[config.mk]
export PLATFORM = sky130hd
export DESIGN_NAME = ir_fetch_unit
export DESIGN_NICKNAME = d
export VERILOG_FILES = /design/src/rtl/ir_fetch_unit.sv
export SDC_FILE = /design/constraint.sdc
export NUM_CORES = 1
export LEC_CHECK = 0
export ABC_CLOCK_PERIOD_IN_PS = 2400
export CAP_MARGIN = 20
export CORE_AREA = 2 2 87 89
export CTS_CLUSTER_DIAMETER = 150
export DETAILED_ROUTE_END_ITERATION = 8
export DIE_AREA = 0 0 89 91
export GPL_TIMING_DRIVEN = 0
export HOLD_SLACK_MARGIN = 0.15
export PLACE_DENSITY = 0.72
export SYNTH_ARGS = -nofsm -noshare
export SYNTH_HDL_FRONTEND = slang
export SYNTH_SLANG_ARGS = --single-unit
[constraint.sdc]
create_clock -name CLK -period 2.4 [get_ports CLK]
set_clock_uncertainty 0.2 [all_clocks]
set_input_delay 0.36 -clock CLK [delete_from_list [all_inputs] [get_ports CLK]]
set_output_delay 0.36 -clock CLK [all_outputs]
set_load 0.02 [all_outputs]
[src/rtl/ir_fetch_unit.sv]
// ---------------------------------------------------------------------------
// ir_fetch_unit
//
// Instruction fetch / instruction-register stage of the 16-bit accumulator
// processor. Holds the PC, runs a request/ready read of program memory,
// latches the returned word into IR, exposes the IR fields consumed by the
// sign extender, and adds the sign extender output to PC on a taken
// branch or jump.
//
// Optional feature macro: FETCH_TIMEOUT_EN
//   defined   -> a REQ cycle counter aborts a fetch after TIMEOUT_CYCLES
//                REQ cycles without mem_ready (ERR state, fetch_err pulse).
//   undefined -> REQ waits indefinitely, fetch_err is tied to 0.
//
// Parameters:
//   RESET_PC       PC value after reset.
//   TIMEOUT_CYCLES maximum REQ cycles before abort (FETCH_TIMEOUT_EN only).
//
// Ports:
//   CLK           in   1  system clock, rising edge
//   Reset         in   1  synchronous, active-high reset
//   start_fetch   in   1  fetch instruction at PC (sampled in IDLE only)
//   pc_load       in   1  PC <= PC + SEOUT (sampled in IDLE only, wins)
//   SEOUT         in  16  sign-extended offset from the sign extender
//   mem_rdata     in  16  program memory read data
//   mem_ready     in   1  program memory data valid this cycle
//   mem_req       out  1  read request, high while in REQ
//   mem_addr      out 16  read address, always PC
//   IR            out 16  instruction register
//   IR_immediate  out 11  IR[10:0]
//   IR_branch     out 13  IR[12:0]
//   IR_msb        out  1  IR[15]
//   PC            out 16  program counter (byte address)
//   busy          out  1  state is not IDLE
//   fetch_done    out  1  one-cycle pulse after a completed fetch
//   fetch_err     out  1  one-cycle pulse after a timeout abort
// ---------------------------------------------------------------------------
module ir_fetch_unit #(
  parameter logic [15:0] RESET_PC       = 16'h0000,
  parameter int          TIMEOUT_CYCLES = 16
) (
  input  logic        CLK,
  input  logic        Reset,
  input  logic        start_fetch,
  input  logic        pc_load,
  input  logic [15:0] SEOUT,
  input  logic [15:0] mem_rdata,
  input  logic        mem_ready,
  output logic        mem_req,
  output logic [15:0] mem_addr,
  output logic [15:0] IR,
  output logic [10:0] IR_immediate,
  output logic [12:0] IR_branch,
  output logic        IR_msb,
  output logic [15:0] PC,
  output logic        busy,
  output logic        fetch_done,
  output logic        fetch_err
);

`ifdef FETCH_TIMEOUT_EN
  typedef enum logic [1:0] {
    S_IDLE = 2'd0,
    S_REQ  = 2'd1,
    S_DONE = 2'd2,
    S_ERR  = 2'd3
  } state_t;
`else
  typedef enum logic [1:0] {
    S_IDLE = 2'd0,
    S_REQ  = 2'd1,
    S_DONE = 2'd2
  } state_t;
`endif

  state_t      state_q, state_d;
  logic [15:0] pc_q, pc_d;
  logic [15:0] ir_q, ir_d;

`ifdef FETCH_TIMEOUT_EN
  // Counts completed REQ cycles; the last permitted cycle is TIMEOUT_CYCLES-1.
  localparam logic [15:0] CNT_LAST = 16'(TIMEOUT_CYCLES - 1);
  logic [15:0] cnt_q, cnt_d;
`endif

  // Next-state and datapath update
  always_comb begin
    state_d = state_q;
    pc_d    = pc_q;
    ir_d    = ir_q;
`ifdef FETCH_TIMEOUT_EN
    cnt_d   = cnt_q;
`endif
    case (state_q)
      S_IDLE: begin
        // pc_load has priority; a coincident start_fetch is dropped.
        if (pc_load) begin
          pc_d = pc_q + SEOUT;
        end else if (start_fetch) begin
          state_d = S_REQ;
`ifdef FETCH_TIMEOUT_EN
          cnt_d   = '0;
`endif
        end
      end
      S_REQ: begin
        if (mem_ready) begin
          ir_d    = mem_rdata;
          pc_d    = pc_q + 16'd2;
          state_d = S_DONE;
        end
`ifdef FETCH_TIMEOUT_EN
        else if (cnt_q == CNT_LAST) begin
          state_d = S_ERR;
        end else begin
          cnt_d = cnt_q + 16'd1;
        end
`endif
      end
      S_DONE: begin
        state_d = S_IDLE;
      end
`ifdef FETCH_TIMEOUT_EN
      S_ERR: begin
        state_d = S_IDLE;
      end
`endif
      default: begin
        state_d = S_IDLE;
      end
    endcase
  end

  // State register
  always_ff @(posedge CLK) begin
    if (Reset) begin
      state_q <= S_IDLE;
      pc_q    <= RESET_PC;
      ir_q    <= 16'h0000;
`ifdef FETCH_TIMEOUT_EN
      cnt_q   <= '0;
`endif
    end else begin
      state_q <= state_d;
      pc_q    <= pc_d;
      ir_q    <= ir_d;
`ifdef FETCH_TIMEOUT_EN
      cnt_q   <= cnt_d;
`endif
    end
  end

  // Outputs decoded from registered state only
  assign mem_req      = (state_q == S_REQ);
  assign busy         = (state_q != S_IDLE);
  assign fetch_done   = (state_q == S_DONE);
`ifdef FETCH_TIMEOUT_EN
  assign fetch_err    = (state_q == S_ERR);
`else
  assign fetch_err    = 1'b0;
`endif
  assign mem_addr     = pc_q;
  assign PC           = pc_q;
  assign IR           = ir_q;
  assign IR_immediate = ir_q[10:0];
  assign IR_branch    = ir_q[12:0];
  assign IR_msb       = ir_q[15];

endmodule
Yosys cells after proc, flatten, opt, wreduce, memory -nomap -nowiden
Index checks and enable logic that the tools add are counted.
- RAM bits: 0
- latch bits: 0
- memory bits (read-only): 0
- logic and storage cells: 24
- input port bits: 37
- output and inout bits: 77
- bits in registers: 34
- memories: 0
- $lt $le $gt $ge: 0
- equal/unequal tests: 6
- bitwise logic cells: 0
- multiplexer cells: 7
- div/mod/pow operators: 0
- shift-type cells: 0
- add/sub/neg operators: 2
- reduce and logical (&&, ||, !) cells: 6
- $mul: 0
- operator list (cell ; count):
    16-bit two-way mux ; 2
    16-bit case mux with 2 select lines ; 1
    16-bit adder ; 1
    16-bit by 2-bit adder with 16-bit output (second input constant) ; 1
    2-bit != test (second input constant) ; 4
    2-bit two-way mux ; 3
    3-bit AND reduction ; 2
    2-bit case mux with 2 select lines ; 1
    2-bit nonzero test ; 2
    2-bit by 1-bit == test with 1-bit output (second input constant) ; 1
    2-bit == test (second input constant) ; 1
    2-bit zero test ; 1
    2-bit AND reduction ; 1

Longest topological paths before layout
Gate-level depths: netlist (run 1).
- word-level depth: 3
- gate-level depth with buffers: 8
- gate-level depth less buffers: 8

Worst setup path before layout (run 1)
OpenSTA, ideal clock, no wires.
- path type: register to register
- start: reg pc_q[0] (netlist: PC[0])
- end: reg pc_q[12] (netlist: PC[12])
- clock period less this slack: 2.425 ns
- arrival: 2.095 ns
- library setup time: 0.130 ns
- path slack: -0.025 ns
- cell stages (with the launch flop): 9
- path through: dfxtp_1 -> ha_1 -> fa_1 -> a21oi_1 -> o211ai_2 -> o211a_2 -> a211o_1 -> a2111oi_2 -> nor3_2
- cells in the longest elaborated chain, start to end: 3
- elaborated cells between the ends (all ways): 5
- those cells by class: add/sub: 2; mux: 3
- RTL lines (what ; line ; text):
    start, declared ; 77 ; logic [15:0] pc_q, pc_d;
    start signal, assigned ; 145 ; pc_q <= pc_d;
    16-bit by 2-bit adder with 16-bit output or 16-bit adder (tied branches) ; 109, 98 ;
    16-bit two-way mux, on equally long branches ; 107, 97 ;
    16-bit case mux with 2 select lines (*) ; 94 ; case (state_q)
Every way passes the cells marked *; elsewhere a longest branch is shown, timed or not. The select of a mux whose other input is x is not followed.
A chain may end at the register's enable or synchronous reset.

Worst setup path in the final report (run 1)
- start: in SEOUT[7]
- end: reg pc_q[14] (netlist: PC[14])
- cells in the longest elaborated chain, start to end: 3
- RTL lines (what ; line ; text):
    start, declared ; 46 ; input logic [15:0] SEOUT,
    16-bit adder ; 98 ; pc_d = pc_q + SEOUT;
    16-bit two-way mux ; 97 ; if (pc_load) begin
    16-bit case mux with 2 select lines ; 94 ;
No other way between the ends. The select of a mux whose other input is x is not followed.

==> results.ini, run 1 <==
[placement]
gp_congestion = 0.876
dpl.hpwl_um = 6270
dp_cells = 568
portBuffers = 112

[sta]
max_clock_freq_mhz = 422
hold_violations = 0
rsz0062_at_grt = yes
relSlewSlack = 0.613
setup-violations-final = 0
period_share = 0.987
fin_crit_ns = 2.37
drv_slew = 0
tightest_slew_ns = 0.581
hold_ws_ns = 0.258

[hold_path]
hold_end = IR[14]
hold_depth = 2
hold_path.class = flip-flop to flip-flop
hp-start = IR[14]

[routing]
drt-wirelength-per-cell_um = 14.4
dr.pass1.iters = 5
drc = 0
vias = 2989
antenna_left = 0
viasPerCell = 5.15
drt_iter0_drc = 183
drt_wl_total_um = 8340

[power_and_ir_drop]
p_seq_frac = 0.314
p_clk_frac = 0.172
p_int_mw = 1.43
swShare = 0.392
power_density_mw_per_mm2 = 551
ir_drop_mv = 0.421
p_sw_mw = 0.923
p_leak_nw = 1.69
p_comb_frac = 0.513

[yosys]
synth-seq-cells = 34
synth_cells = 357
synthMuxAreaShare = 0.0148
synth-simple-area-share = 0.225
synth_xor_area_frac = 0.0420
synth_top_family_by_area = compound AO/OA/AOI/OAI gates
ys_types = 63
ys_warn_count = 0
syn_avg_cell_area_um2 = 7.59
syn_area_mm2 = 0.00271
async_flop_share = 0
syn_nets = 411
synth-edff-count = 0
synth_compound_area_frac = 0.232
synthAdderAreaFrac = 0.0813
synth_ff_type = dfxtp_1
seq_area_frac_synth = 0.251

[critical_path]
rr_worst_depth = 8
worstPathRequired_ns = 2.35
regToRegSetupSlack_ns = 0.07
start_kind = input pin
cp_max_fo = 7
r2r-end = PC[13]
crit_type = input pin to flip-flop
crit_path_end_kind = flip-flop
crit_arrival_ns = 2.32
regToRegStartpoint = PC[2]

[floorplan]
die_h_um = 91
io_pins = 114
initial_utilization = 0.380
dieArea_mm2 = 0.00810
rows = 31
core_mm2 = 0.00714
fp.dieW_um = 89

[final_layout]
final_cell_mix = clkdlybuf4s50_1, nand2_1, buf_4, a21oi_1, dfxtp_1
area_growth_pct = 57.8
num_antenna_cells = 0
final_nets = 535
drive_gt1_frac = 0.225
final_common_cell = clkdlybuf4s50_1
stdcell_count = 580

[cts]
cts_made_buffers = 5
insertion_delay_ns = 0.28
root_buffer = clkbuf_8
h-tree-depth = 2
clockBufferDepth = 2
path_clk_slew_ns = 0.07
cts.sinks = 34
cts_tree = yes

[global_routing]
grt_max_degree = 11
gr-max-usage-layer = met2
grt_usage = 0.202
grt_pass1_vias = 2847
antenna_found_initial = 0
use_met3 = 0.0364
grt-ovfl-total = 0
grt_pass1_wl_um = 13200
gr-usage-met2 = 0.348
grt.met1_usage = 0.252

[job]
cap_violations = 0

[run_status]
status = complete, no violations

## how the worst max path moves through the flow
stage	from	to	slack [ns]	cells after the start
floorplan	PC[0]	PC[12]	0.003	8
global placement	SEOUT[0]	PC[10]	-0.61	9
detailed placement	SEOUT[0]	PC[10]	-0.63	9
CTS	PC[0]	PC[12]	-0.03	8
global route	PC[0]	PC[12]	-0.01	8
finish	SEOUT[7]	PC[14]	0.03	8
## power groups by stage
stage               Clock [mW]  Sequential (mW)  Combinational, mW
floorplan                    0            0.774              0.641
global placement             0            0.739               1.07
detailed placement           0            0.743               1.09
CTS                      0.411            0.733               1.15
global route             0.438            0.754               1.30
finish                   0.406            0.741               1.21
## critical path, cell delays in order
cell and delay [ns]:
clkdlybuf4s50_1 0.51, ha_4 0.23, a21o_4 0.24, a21o_1 0.17, a2111oi_2 0.34, a21oi_1 0.15, xnor2_1 0.21, o22ai_1 0.10
## cells by family (layout without fill, tap and decap cells)
family	count (synthesis)	in the layout
flip-flops	34	34
adder cells (fa/ha/maj)	17	17
multiplexers	4	4
AND/OR/NAND/NOR	126	126
AO/OA/AOI/OAI	99	99
other	1	1
XOR/XNOR	13	13
buffers and inverters	63	187
## metrics by stage
stage	TNS [ns]	setup WS, ns	area (µm²)	power [mW]	util
floorplan	0	0.00280	2710	1.41	-
global placement	-2.89	-0.608	3960	1.81	0.555
detailed placement	-3.23	-0.627	3960	1.83	0.555
CTS	-0.0323	-0.0323	4180	2.30	0.585
global route	-0.0370	-0.0139	4280	2.50	0.599
finish	0	0.0320	4280	2.36	0.599
## what timing repair did
action | in CTS | in global routing
hold buffers | 0 | 0
pin swaps | 10 | 14
resized for setup | 19 | 21
setup endpoints to repair | 6 | 6
setup buffers | 4 | 2
## Yosys cell counts (3+ instances only)
| cell type | number | area (µm²) |
|---|---|---|
| a21oi_1 | 42 | 210 |
| a31oi_1 | 5 | 31.3 |
| clkbuf_1 | 4 | 15.0 |
| nor2b_1 | 3 | 18.8 |
| nand2_1 | 64 | 240 |
| nand4_1 | 6 | 37.5 |
| buf_4 | 43 | 323 |
| nor2_1 | 18 | 67.6 |
| dfxtp_1 | 34 | 681 |
| nor3_1 | 5 | 25.0 |
| inv_1 | 3 | 11.3 |
| and3_1 | 4 | 25.0 |
| a21o_1 | 4 | 30.0 |
| a21oi_2 | 3 | 26.3 |
| xor2_1 | 4 | 35.0 |
| buf_2 | 12 | 60.1 |
| mux2i_1 | 4 | 40.0 |
| xnor2_1 | 9 | 78.8 |
| o21ai_1 | 5 | 25.0 |
| ha_1 | 16 | 200 |
| o31a_1 | 3 | 26.3 |
| nand3_1 | 7 | 35.0 |
| o21ai_0 | 12 | 60.1 |
## sequential cells by signal, indices dropped and copies added (netlist names)
name / count
state_q: 2
IR: 16
PC: 16
## metal layers
layer | share of wire | vias up
met1 | 0.40 | 1363
li1 | - | 1469
met4 | 0.016 | 0
met2 | 0.50 | 146
met3 | 0.087 | 11
met5 | 0 | -
## final cells by class
type                       count  area (µm²)
fill                         672        2860
tap                           99         124
timing repair buffer         118        1170
clock buffer                   5        68.8
multi-input combinational    260        1800
clock inverter                 2        10.0
inverter                       4        15.0
buffer                        58         395
sequential                    34         692
Power figures use the tool's default switching activity.
==> run 2, diff against run 1 <==
--- a/config.mk
+++ b/config.mk
@@ -8,12 +8,12 @@
 export ABC_CLOCK_PERIOD_IN_PS = 2400
 export CAP_MARGIN = 20
 export CORE_AREA = 2 2 87 89
-export CTS_CLUSTER_DIAMETER = 150
 export DETAILED_ROUTE_END_ITERATION = 8
 export DIE_AREA = 0 0 89 91
 export GPL_TIMING_DRIVEN = 0
 export HOLD_SLACK_MARGIN = 0.15
 export PLACE_DENSITY = 0.72
+export SKIP_CTS_REPAIR_TIMING = 1
 export SYNTH_ARGS = -nofsm -noshare
 export SYNTH_HDL_FRONTEND = slang
 export SYNTH_SLANG_ARGS = --single-unit
==> results.ini, run 2 (synthesis results as in run 1) <==
[cts]
root_buffer = clkbuf_8
h-tree-depth = 2
cts_made_buffers = 5
cts_tree = yes
path_clk_slew_ns = 0.07
cts.sinks = 34
clockBufferDepth = 2
insertion_delay_ns = 0.29

[power_and_ir_drop]
swShare = 0.393
p_int_mw = 1.41
p_total_mw = 2.33
p_clk_frac = 0.174
p_leak_nw = 1.71
p_comb_frac = 0.509
p_seq_frac = 0.317
ir_drop_mv = 0.423
power_density_mw_per_mm2 = 550
p_sw_mw = 0.917

[global_routing]
grt_usage = 0.197
grt-ovfl-total = 0
grt_pass1_vias = 2771
grt_pass1_wl_um = 12900
grt_max_degree = 11
antenna_found_initial = 0

[floorplan]
dieArea_mm2 = 0.00810
core_mm2 = 0.00714
io_pins = 114
die_h_um = 91
fp.dieW_um = 89
initial_utilization = 0.380
rows = 31

[hold_path]
hold_path.class = flip-flop to flip-flop

[routing]
wl_met2_um = 4130
wl_met1_um = 3480
route.met3.wl_um = 542
highest_layer = met4
drt_wl_total_um = 8280
dr.pass1.iters = 4
viasPerCell = 5.12
drt-wirelength-per-cell_um = 14.2
vias = 2980
antenna_left = 0
drt_iter0_drc = 194
drc = 0

[critical_path]
crit_arrival_ns = 2.44
worstPathRequired_ns = 2.36
start_kind = flip-flop
crit_type = flip-flop to flip-flop
cp_max_fo = 4
crit_path_end_kind = flip-flop

[final_layout]
num_antenna_cells = 0
design_area_mm2 = 0.00423
final_common_cell = clkdlybuf4s50_1
drive_gt1_frac = 0.217
final_cell_mix = clkdlybuf4s50_1, nand2_1, buf_4, a21oi_1, dfxtp_1
seqCellArea_um2 = 689
multi_input_area_mm2 = 0.00175
final_nets = 537
fill_cells = 687
area_growth_pct = 56.2
fin_util = 0.593

[placement]
place_ws_ns = -0.627
portBuffers = 112
dpl.hpwl_um = 6270
post_dp_cell_area_mm2 = 0.00396
gp_congestion = 0.876

[sta]
relSlewSlack = 0.611
fin_crit_ns = 2.48
tightest_slew_ns = 0.584
drv_slew = 0
setup-violations-final = 2
period_share = 1.03
fin_ws_ns = -0.0773
rsz0062_at_grt = yes
hold_ws_ns = 0.258
max_clock_freq_mhz = 404
hold_violations = 0

[job]
cap_violations = 0

[run_status]
violations = negative setup slack
status = finished with violations

run 2: changes by cell type in the layout (fill, tap and decap cells not counted), moves of 2 or more:
cell             previous run  this run
dlygate4sd2_1               2         0
ha_1                        8        13
buf_2                      10        12
clkdlybuf4s50_1           108       110
ha_4                        7         2
run 2: worst paths after layout:
kind	startpoint	end	slack, ns	cells after the start
max	PC[0]	PC[12]	-0.08	8
max reg2reg	PC[0]	PC[12]	-0.08	8
min reg2reg	IR[14]	IR[14]	0.26	2
min	IR[14]	IR[14]	0.26	2
run 2: layout make-up:
| type | count | area share |
|---|---|---|
| Sequential cell | 34 | 0.163 |
| Clock inverter | 2 | 0.00236 |
| Inverter | 4 | 0.00355 |
| Multi-Input combinational cell | 260 | 0.413 |
| Timing Repair Buffer | 119 | 0.278 |
| Tap cell | 99 | 0.0293 |
| Buffer | 59 | 0.0940 |
| Clock buffer | 5 | 0.0163 |
run 2: power by group through the flow:
stage	sequential [mW]	clock [mW]	combinational, mW
after floorplan	0.774	0	0.641
after global placement	0.739	0	1.07
after detailed placement	0.743	0	1.09
after CTS	0.730	0.411	1.10
after global routing	0.750	0.438	1.28
final	0.738	0.406	1.19
run 2: stage by stage:
stage	instances	TNS (ns)
5_1_grt	582	-0.350
3_5_place_dp	568	-3.23
4_1_cts	575	-0.802
6_report	582	-0.0998
2_1_floorplan	357	0
3_3_place_gp	568	-2.89
run 2: critical path, stage by stage, from the launching register on:
cell and delay, ns:
dfxtp_2 0.35, ha_4 0.18, fa_2 0.41, a21oi_2 0.18, o211ai_2 0.10, o211a_4 0.17
a211o_1 0.33, a2111oi_4 0.36, nor3_2 0.08
run 2: layer usage:
layer | vias to the layer above | GRT usage
li1 | 1475 | -
met1 | 1386 | 0.253
met2 | 105 | 0.331
met3 | 14 | 0.0364
met4 | 0 | 0.0609
met5 | - | 0
